===== config.mk =====
export PLATFORM = sky130hd
export DESIGN_NAME = bcd_count_multi_flat
export DESIGN_NICKNAME = d
export VERILOG_FILES = /design/src/rtl/bcd_count_multi_if.sv /design/src/rtl/bcd_count_multi.sv /design/src/flat_wrapper.sv
export SDC_FILE = /design/constraint.sdc
export NUM_CORES = 1
export LEC_CHECK = 0
export CAP_MARGIN = 20
export CORE_MARGIN = 2
export CORE_UTILIZATION = 40
export DETAILED_ROUTE_END_ITERATION = 10
export DONT_BUFFER_PORTS = 1
export MAX_ROUTING_LAYER = met4
export SYNTH_ARGS = -nofsm -noshare
export SYNTH_HDL_FRONTEND = slang
export SYNTH_SLANG_ARGS = --single-unit

===== constraint.sdc =====
create_clock -name clk -period 5.5 [get_ports clk]
set_input_delay 0.825 -clock clk [delete_from_list [all_inputs] [get_ports clk]]
set_output_delay 0.825 -clock clk [all_outputs]
set_load 0.005 [all_outputs]

===== src/rtl/bcd_count_multi_if.sv =====
// Control/status bundle for bcd_count_multi: count controls and load value in,
// registered count plus terminal-count, wrap and zero flags out.
interface bcd_count_multi_if #(
   parameter int unsigned DIGITS = 4
);
   logic                  en;
   logic                  up_dn;
   logic                  LD;
   logic [4*DIGITS-1:0]   D;
   logic [4*DIGITS-1:0]   data;
   logic                  tc;
   logic                  wrap;
   logic                  zero;

   modport master (output en, up_dn, LD, D, input data, tc, wrap, zero);
   modport slave  (input en, up_dn, LD, D, output data, tc, wrap, zero);
endinterface


===== src/rtl/bcd_count_multi.sv =====
// Cascaded up/down BCD counter with parallel load, terminal count and wrap pulse.
// Define BCD_LOAD_CLAMP_EN to clamp loaded digits above 9 down to 9.
module bcd_count_multi #(
   parameter int unsigned DIGITS = 4
) (
   input logic               clk,
   input logic               reset,
   bcd_count_multi_if.slave  bus
);
   localparam int unsigned W = 4 * DIGITS;

   logic [W-1:0] data_q, data_d;
   logic [W-1:0] load_val;
   logic [W-1:0] cnt_val;
   logic         wrap_q, wrap_d;
   logic         all9, all0;
   logic         tc;

   always_comb begin
      all9 = 1'b1;
      all0 = 1'b1;
      for (int unsigned k = 0; k < DIGITS; k++) begin
         if (data_q[4*k +: 4] != 4'd9) all9 = 1'b0;
         if (data_q[4*k +: 4] != 4'd0) all0 = 1'b0;
      end
   end

   assign tc = bus.en & ~bus.LD & ~reset & (bus.up_dn ? all0 : all9);

   always_comb begin
      load_val = bus.D;
`ifdef BCD_LOAD_CLAMP_EN
      for (int unsigned k = 0; k < DIGITS; k++) begin
         if (bus.D[4*k +: 4] > 4'd9) load_val[4*k +: 4] = 4'd9;
      end
`endif
   end

   // Carry/borrow chain resolved combinationally so every digit settles in one edge;
   // carry passes through any digit >= 9, borrow only through digits equal to 0.
   always_comb begin : count_chain
      logic       chain;
      logic [3:0] dig;
      chain   = 1'b1;
      cnt_val = data_q;
      for (int unsigned k = 0; k < DIGITS; k++) begin
         dig = data_q[4*k +: 4];
         if (chain) begin
            if (!bus.up_dn) begin
               if (dig >= 4'd9) begin
                  cnt_val[4*k +: 4] = 4'd0;
               end else begin
                  cnt_val[4*k +: 4] = dig + 4'd1;
                  chain = 1'b0;
               end
            end else begin
               if (dig == 4'd0) begin
                  cnt_val[4*k +: 4] = 4'd9;
               end else begin
                  cnt_val[4*k +: 4] = dig - 4'd1;
                  chain = 1'b0;
               end
            end
         end
      end
   end

   always_comb begin
      data_d = data_q;
      wrap_d = 1'b0;
      if (reset) begin
         data_d = '0;
      end else if (bus.LD) begin
         data_d = load_val;
      end else if (bus.en) begin
         data_d = cnt_val;
         wrap_d = tc;
      end
   end

   always_ff @(posedge clk) begin
      data_q <= data_d;
      wrap_q <= wrap_d;
   end

   assign bus.data = data_q;
   assign bus.tc   = tc;
   assign bus.wrap = wrap_q;
   assign bus.zero = reset | all0;
endmodule


===== src/flat_wrapper.sv =====
// flat-port wrapper written by rule: the top's interface ports become plain ports
module bcd_count_multi_flat 
#(
   parameter int unsigned DIGITS = 4
)
  (clk, reset, bus_en, bus_up_dn, bus_LD, bus_D, bus_data, bus_tc, bus_wrap, bus_zero);
  bcd_count_multi_if #(.DIGITS(DIGITS)) bus_i ();
  input logic clk;
  input logic reset;
  input wire logic [$bits(bus_i.en)-1:0] bus_en;
  input wire logic [$bits(bus_i.up_dn)-1:0] bus_up_dn;
  input wire logic [$bits(bus_i.LD)-1:0] bus_LD;
  input wire logic [$bits(bus_i.D)-1:0] bus_D;
  output wire logic [$bits(bus_i.data)-1:0] bus_data;
  output wire logic [$bits(bus_i.tc)-1:0] bus_tc;
  output wire logic [$bits(bus_i.wrap)-1:0] bus_wrap;
  output wire logic [$bits(bus_i.zero)-1:0] bus_zero;
  assign bus_i.en = bus_en;
  assign bus_i.up_dn = bus_up_dn;
  assign bus_i.LD = bus_LD;
  assign bus_i.D = bus_D;
  assign bus_data = bus_i.data;
  assign bus_tc = bus_i.tc;
  assign bus_wrap = bus_i.wrap;
  assign bus_zero = bus_i.zero;
  bcd_count_multi #(.DIGITS(DIGITS)) u_core (.clk(clk), .reset(reset), .bus(bus_i));
endmodule

==> flow_metrics.env, run 1 <==
export IMPL_synth_area_top_cells="dfxtp_1 (20%), ha_1 (9.4%), a21oi_1 (4.3%)"
export IMPL_cp_arrival_ns=1.95
export IMPL_io_buffer_count=0
export IMPL_fin_crit_sh=0.5047
export IMPL_setup_viol=0
export IMPL_path_delay_family="simple AND/OR/NAND/NOR gates"
export IMPL_root_buffer="clkbuf_8"
export IMPL_max_freq_ghz=0.3602
export IMPL_synth_edf_count=0
export IMPL_dr_total_vias=1566
export IMPL_worst_pin_slew_ns=0.4926
export IMPL_dr_pass1_iters=4
export IMPL_htree_levels=1
export IMPL_synth_top_area_share=0.1971
export IMPL_gr_total_overflow=0
export IMPL_ys_top_cells_by_count="dfxtp_1 (17), inv_1 (17), a21oi_1 (15)"
export IMPL_critPathRequiredTime_ns=4.68
export IMPL_dieArea_um2=4858
export IMPL_finalWirelength_um=4472
export IMPL_cts_buffer_depth=2
export IMPL_hp_class="reg -> reg"
export IMPL_die_h_um=69.70
export IMPL_hold_violations=0
export IMPL_path_clk_slew_ns=0.07
export IMPL_ant_nets=0
export IMPL_initial_utilization=0.4225
export IMPL_viasPerCell=6.141
export IMPL_cts_tree="built"
export IMPL_synth_main_ff_cell="dfxtp_1"
export IMPL_synth_nets=252
export IMPL_period_needed_ns=2.776
export IMPL_drv_slew=0
export IMPL_p_leak_nw=0.6183
export IMPL_setup_tns_ns=0
export IMPL_netlist_area_um2=1727
export IMPL_grt_usage=0.1921
export IMPL_coreArea_um2=4086
export IMPL_multi_input_area_um2=1231
export IMPL_drive_gt1_frac=0.09268
export IMPL_io_pins=40
export IMPL_insertion_delay_ns=0.26
export IMPL_grt_max_degree=34
export IMPL_grt_pass1_wl_um=7465
export IMPL_path_class="reg -> out"
export IMPL_cp_slowest_cell="dfxtp_1"
export IMPL_drtIter0Drc=121
export IMPL_critical_path_buf_inv_count=1
export IMPL_syn_to_final_growth_pct=0.9419
export IMPL_yosys_area_top_type="dfxtp_1"
export IMPL_ys_seq_area_frac=0.1971
export IMPL_cpPeakStageDelay_ns=0.41
export IMPL_end_kind="primary output"
export IMPL_final_nets=240
export IMPL_drc=0
export IMPL_path_max_fanout=9
export IMPL_async_flop_share=0
export IMPL_cts_resized=0
export IMPL_max_vdd_ir_drop_mv=0.1231
export IMPL_fin_skew_ns=0.002500
export IMPL_finalPower_w=0.0003620
export IMPL_cp_cell_sequence="inv_1 > ha_1 > nor3b_2 > and2_1 > a41oi_1 > nor3_1"
export IMPL_postSynthCellCount=218
export IMPL_wl_per_cell_um=17.54
export IMPL_antenna_found_initial=0
export IMPL_synth_cell_types=62
export IMPL_rsz0062_at_grt="no"
export IMPL_rows=23
export IMPL_cts_inserted_buffers=3
export IMPL_cap_violations=0
export IMPL_grt_pass1_vias=1502
export IMPL_powerDensity_nw_per_um2=207.7
export IMPL_yosysWarnings=0
export IMPL_die_w_um=69.70
export IMPL_status="completed"
export IMPL_worst_hold_slack_ns=0.5957
export IMPL_antenna_cells=0
export IMPL_avgSynthCellArea_um2=7.920
export IMPL_post_cts_buffers=0
export IMPL_hpwl_um=3166
export IMPL_ys_seq_elements=17
export IMPL_fillers=432
export IMPL_holdBufCountCts=0
export IMPL_start_kind="flop"
export IMPL_clkSinkCount=17
export IMPL_max_slew_margin=0.6712
export IMPL_seqCellArea_um2=340.3
export IMPL_place_gp_congestion=0.8771
## state kept, by name (all words and copies together), names as in the netlist
signal           flops
u_core.bus.data     16
u_core.bus.wrap      1
## worst register-to-register path: stages (launching register included)
cell and delay [ns]:
dfxtp_1 0.45, inv_1 0.12, ha_1 0.22, or3b_4 0.41, a32oi_4 0.39, or2_4 0.22
o21ai_1 0.08, a221oi_2 0.22
## placed cells by master (no fill, tap or decap), types with 2 or more instances in the layout
master,synthesis,layout
o22ai_1,3,3
nand4b_1,2,2
nand3b_1,2,2
a31oi_1,2,2
clkbuf_8,0,3
nor3_1,7,7
inv_1,17,17
or3b_2,2,2
nand3_1,4,4
a221oi_1,3,3
or3_1,3,3
ha_1,13,13
o21ai_0,13,13
o32ai_1,3,3
o211ai_1,7,7
a221oi_2,2,2
nand2b_1,4,4
a21oi_1,15,15
dfxtp_1,17,17
nand4_1,2,2
a311o_1,4,4
nor2b_1,3,3
and2_1,2,2
o2bb2ai_1,2,2
nand2_1,14,14
o31ai_1,2,2
mux2i_1,4,4
a31o_2,2,2
nor2_1,13,13
o31a_1,2,2
o21ai_1,3,3
## layer usage
layer	part of all wire	wire length, um	vias to the layer above	global-route usage
li1	-	-	785	-
met1	0.47	2092	728	0.2533
met2	0.46	2053	49	0.3013
met3	0.066	296	4	0.04942
met4	0.0065	29	0	0.03419
met5	0	0	-	-
## worst paths after layout
path | startpoint | end | slack [ns] | depth (start not counted)
setup / recovery | u_core.bus.data[0] | bus_tc | 2.72 | 6
setup reg to reg | u_core.bus.data[1] | u_core.bus.data[11] | 3.31 | 7
hold / removal | u_core.bus.data[10] | u_core.bus.data[10] | 0.60 | 2
hold reg to reg | u_core.bus.data[10] | u_core.bus.data[10] | 0.60 | 2
## logic make-up (layout without fill, tap and decap cells)
kind of cell    after synthesis  in the layout  synth area share
simple gates                 70             70            0.2348
mux                           4              4           0.02319
flops                        17             17            0.1971
xor+xnor                      2              2           0.01015
fa+ha+maj                    13             13           0.09421
compound gates               78             78            0.3507
buf+inv                      34             21           0.08986
## report_power, final
| group | total [W] | switching (W) | internal [W] | leakage (nW) |
|---|---|---|---|---|
| Clock | 0.0000988 | 0.0000473 | 0.0000515 | 0.0228 |
| Sequential | 0.000156 | 0.0000238 | 0.000132 | 0.141 |
| Combinational | 0.000107 | 0.0000572 | 0.0000501 | 0.455 |
| Total | 0.000362 | 0.000128 | 0.000234 | 0.618 |
## metrics by stage
step	utilization	worst slack, ns	cells	instance area [um2]
after floorplan	-	2.931	218	1727
after global placement	0.4155	3.085	251	1698
after detailed placement	0.4155	3.010	251	1698
after CTS	0.4265	2.704	255	1743
after global routing	0.4265	2.540	255	1743
final	0.4265	2.724	255	1743
## cell type report
cell class / instances / share of cell area
clock buffers: 4 / 0.02584
inverters: 17 / 0.03661
multi-input cells: 167 / 0.7064
flip-flops and latches: 17 / 0.1953
well taps: 50 / 0.03589
Note: power is estimated with default switching activity, not from simulation.
==> inputs of run 2 (changes only) <==
- clock period: 5.5 -> 2.3 ns (I/O delays scaled with it)
==> run 2 against run 1 <==
  * Via count up 3.3%
  * Clock skew down 0.00054 ns
  * Count of clock-buffer cells in the layout unchanged
  * Global-route usage up 0.34 points
  * Sequential power up 140%
  * Worst setup slack worse by 2.6 ns
  * Final cell count up 2.4%
  * Critical path type unchanged
  * Largest cell class unchanged
==> flow_metrics.env, run 2 (same netlist as run 1, synthesis figures left out) <==
export IMPL_io_pins=40
export IMPL_comb_power_share=0.318
export IMPL_fin_skew_ns=0.001965
export IMPL_die_h_um=69.70
export IMPL_initial_utilization=0.4225
export IMPL_path_class="reg -> out"
export IMPL_dr_total_vias=1618
export IMPL_pwr_share_seq=0.411
export IMPL_cp_arrival_ns=1.81
export IMPL_powerDensity_nw_per_um2=496.2
export IMPL_drive_gt1_frac=0.1327
export IMPL_gr_total_overflow=0
export IMPL_antenna_cells=0
export IMPL_final_cell_mix="inv_1 (17), dfxtp_1 (17), a21oi_1 (15), nand2_1 (14)"
export IMPL_p_leak_nw=0.6516
export IMPL_cts_inserted_buffers=3
export IMPL_coreArea_um2=4086
export IMPL_multi_input_area_um2=1250
export IMPL_antenna_found_initial=0
export IMPL_fin_crit_sh=0.9354
export IMPL_setup_viol=0
export IMPL_cts_tree="built"
export IMPL_cap_violations=0
export IMPL_final_nets=246
export IMPL_grt_usage=0.1955
export IMPL_grt_pass1_wl_um=7707
export IMPL_place_gp_congestion=0.8673
export IMPL_grt_max_degree=34
export IMPL_status="completed"
export IMPL_path_max_fanout=7
export IMPL_path_clk_slew_ns=0.07
export IMPL_finalWirelength_um=4580
export IMPL_finish_utilization=0.4421
export IMPL_hpwl_um=3207
export IMPL_drv_slew=0
export IMPL_grt_pass1_vias=1589
export IMPL_wl_per_cell_um=17.55
export IMPL_period_needed_ns=2.151
export IMPL_dr_pass1_iters=4
export IMPL_power_share_clock=0.271
export IMPL_io_buffer_count=0
export IMPL_largest_reg_flops=16
export IMPL_critPathRequiredTime_ns=1.96
export IMPL_fillers=446
export IMPL_syn_to_final_growth_pct=4.638
export IMPL_max_freq_ghz=0.4648
export IMPL_setup_tns_ns=0
export IMPL_die_w_um=69.70
export IMPL_p_int_w=0.0005763
export IMPL_holdBufCountCts=0
export IMPL_rows=23
export IMPL_worst_hold_slack_ns=0.1414
export IMPL_dieArea_um2=4858
export IMPL_drc=0
export IMPL_max_slew_margin=0.6420
export IMPL_rsz0062_at_grt="no"
export IMPL_worst_pin_slew_ns=0.5363
export IMPL_switching_share=0.3572
export IMPL_finalPower_w=0.0008965
export IMPL_seqCellArea_um2=340.3
export IMPL_end_kind="primary output"
export IMPL_max_vdd_ir_drop_mv=0.1911
export IMPL_insertion_delay_ns=0.26
export IMPL_viasPerCell=6.199
export IMPL_hold_violations=0
export IMPL_start_kind="flop"
export IMPL_p_switching_w=0.0003203
export IMPL_ant_nets=0
export IMPL_root_buffer="clkbuf_8"
export IMPL_drtIter0Drc=158
export IMPL_htree_levels=1
export IMPL_cts_buffer_depth=2
export IMPL_clkSinkCount=17
export IMPL_hp_class="in -> reg"
run 2: what timing repair did:
item	4_1_cts	5_1_grt
setup buffers	0	1
setup endpoints to repair	1	1
resized for setup	1	3
run 2: power by group through the flow:
stage / registers [W] / logic [W] / clock network [W]
global placement: 0.000374 / 0.000276 / 0
global route: 0.000375 / 0.000319 / 0.000257
finish: 0.000368 / 0.000285 / 0.000243
detailed placement: 0.000374 / 0.000276 / 0
floorplan: 0.000351 / 0.000258 / 0
CTS: 0.000367 / 0.000278 / 0.000248
run 2: worst paths after layout:
path | from | end | slack (ns) | cells after the start
worst min-delay path | reset | u_core.bus.data[10] | 0.14 | 1
worst max register to register | u_core.bus.data[5] | u_core.bus.data[11] | 0.21 | 7
worst min register to register | u_core.bus.data[10] | u_core.bus.data[10] | 0.60 | 2
worst max-delay path | u_core.bus.data[4] | bus_tc | 0.15 | 6
run 2: metal layers:
| metal | wire length (um) | track usage |
|---|---|---|
| met5 | 0 | - |
| met4 | 29 | 0.04060 |
| met3 | 198 | 0.03634 |
| met2 | 2102 | 0.3162 |
| met1 | 2249 | 0.2559 |
run 2: cell type report:
type,instances,area share
sequential,17,0.1884
clock buffer,4,0.02493
timing repair buffer,6,0.02493
tap,50,0.03463
inverter,17,0.03532
multi-input combinational,167,0.6918
run 2: critical path, stage by stage, from the launching register on:
cell	delay (ns)
dfxtp_1	0.47
inv_1	0.11
ha_2	0.23
nor3b_2	0.17
and2_1	0.17
a41oi_1	0.29
nor3_2	0.10
run 2: through the flow:
stage	instances	setup WS, ns	cell area [um2]
after floorplan	218	0.3907	1727
after global placement	256	0.2725	1735
after detailed placement	256	0.2365	1735
after CTS	260	0.03911	1785
after global routing	261	0.005522	1807
final	261	0.1486	1807
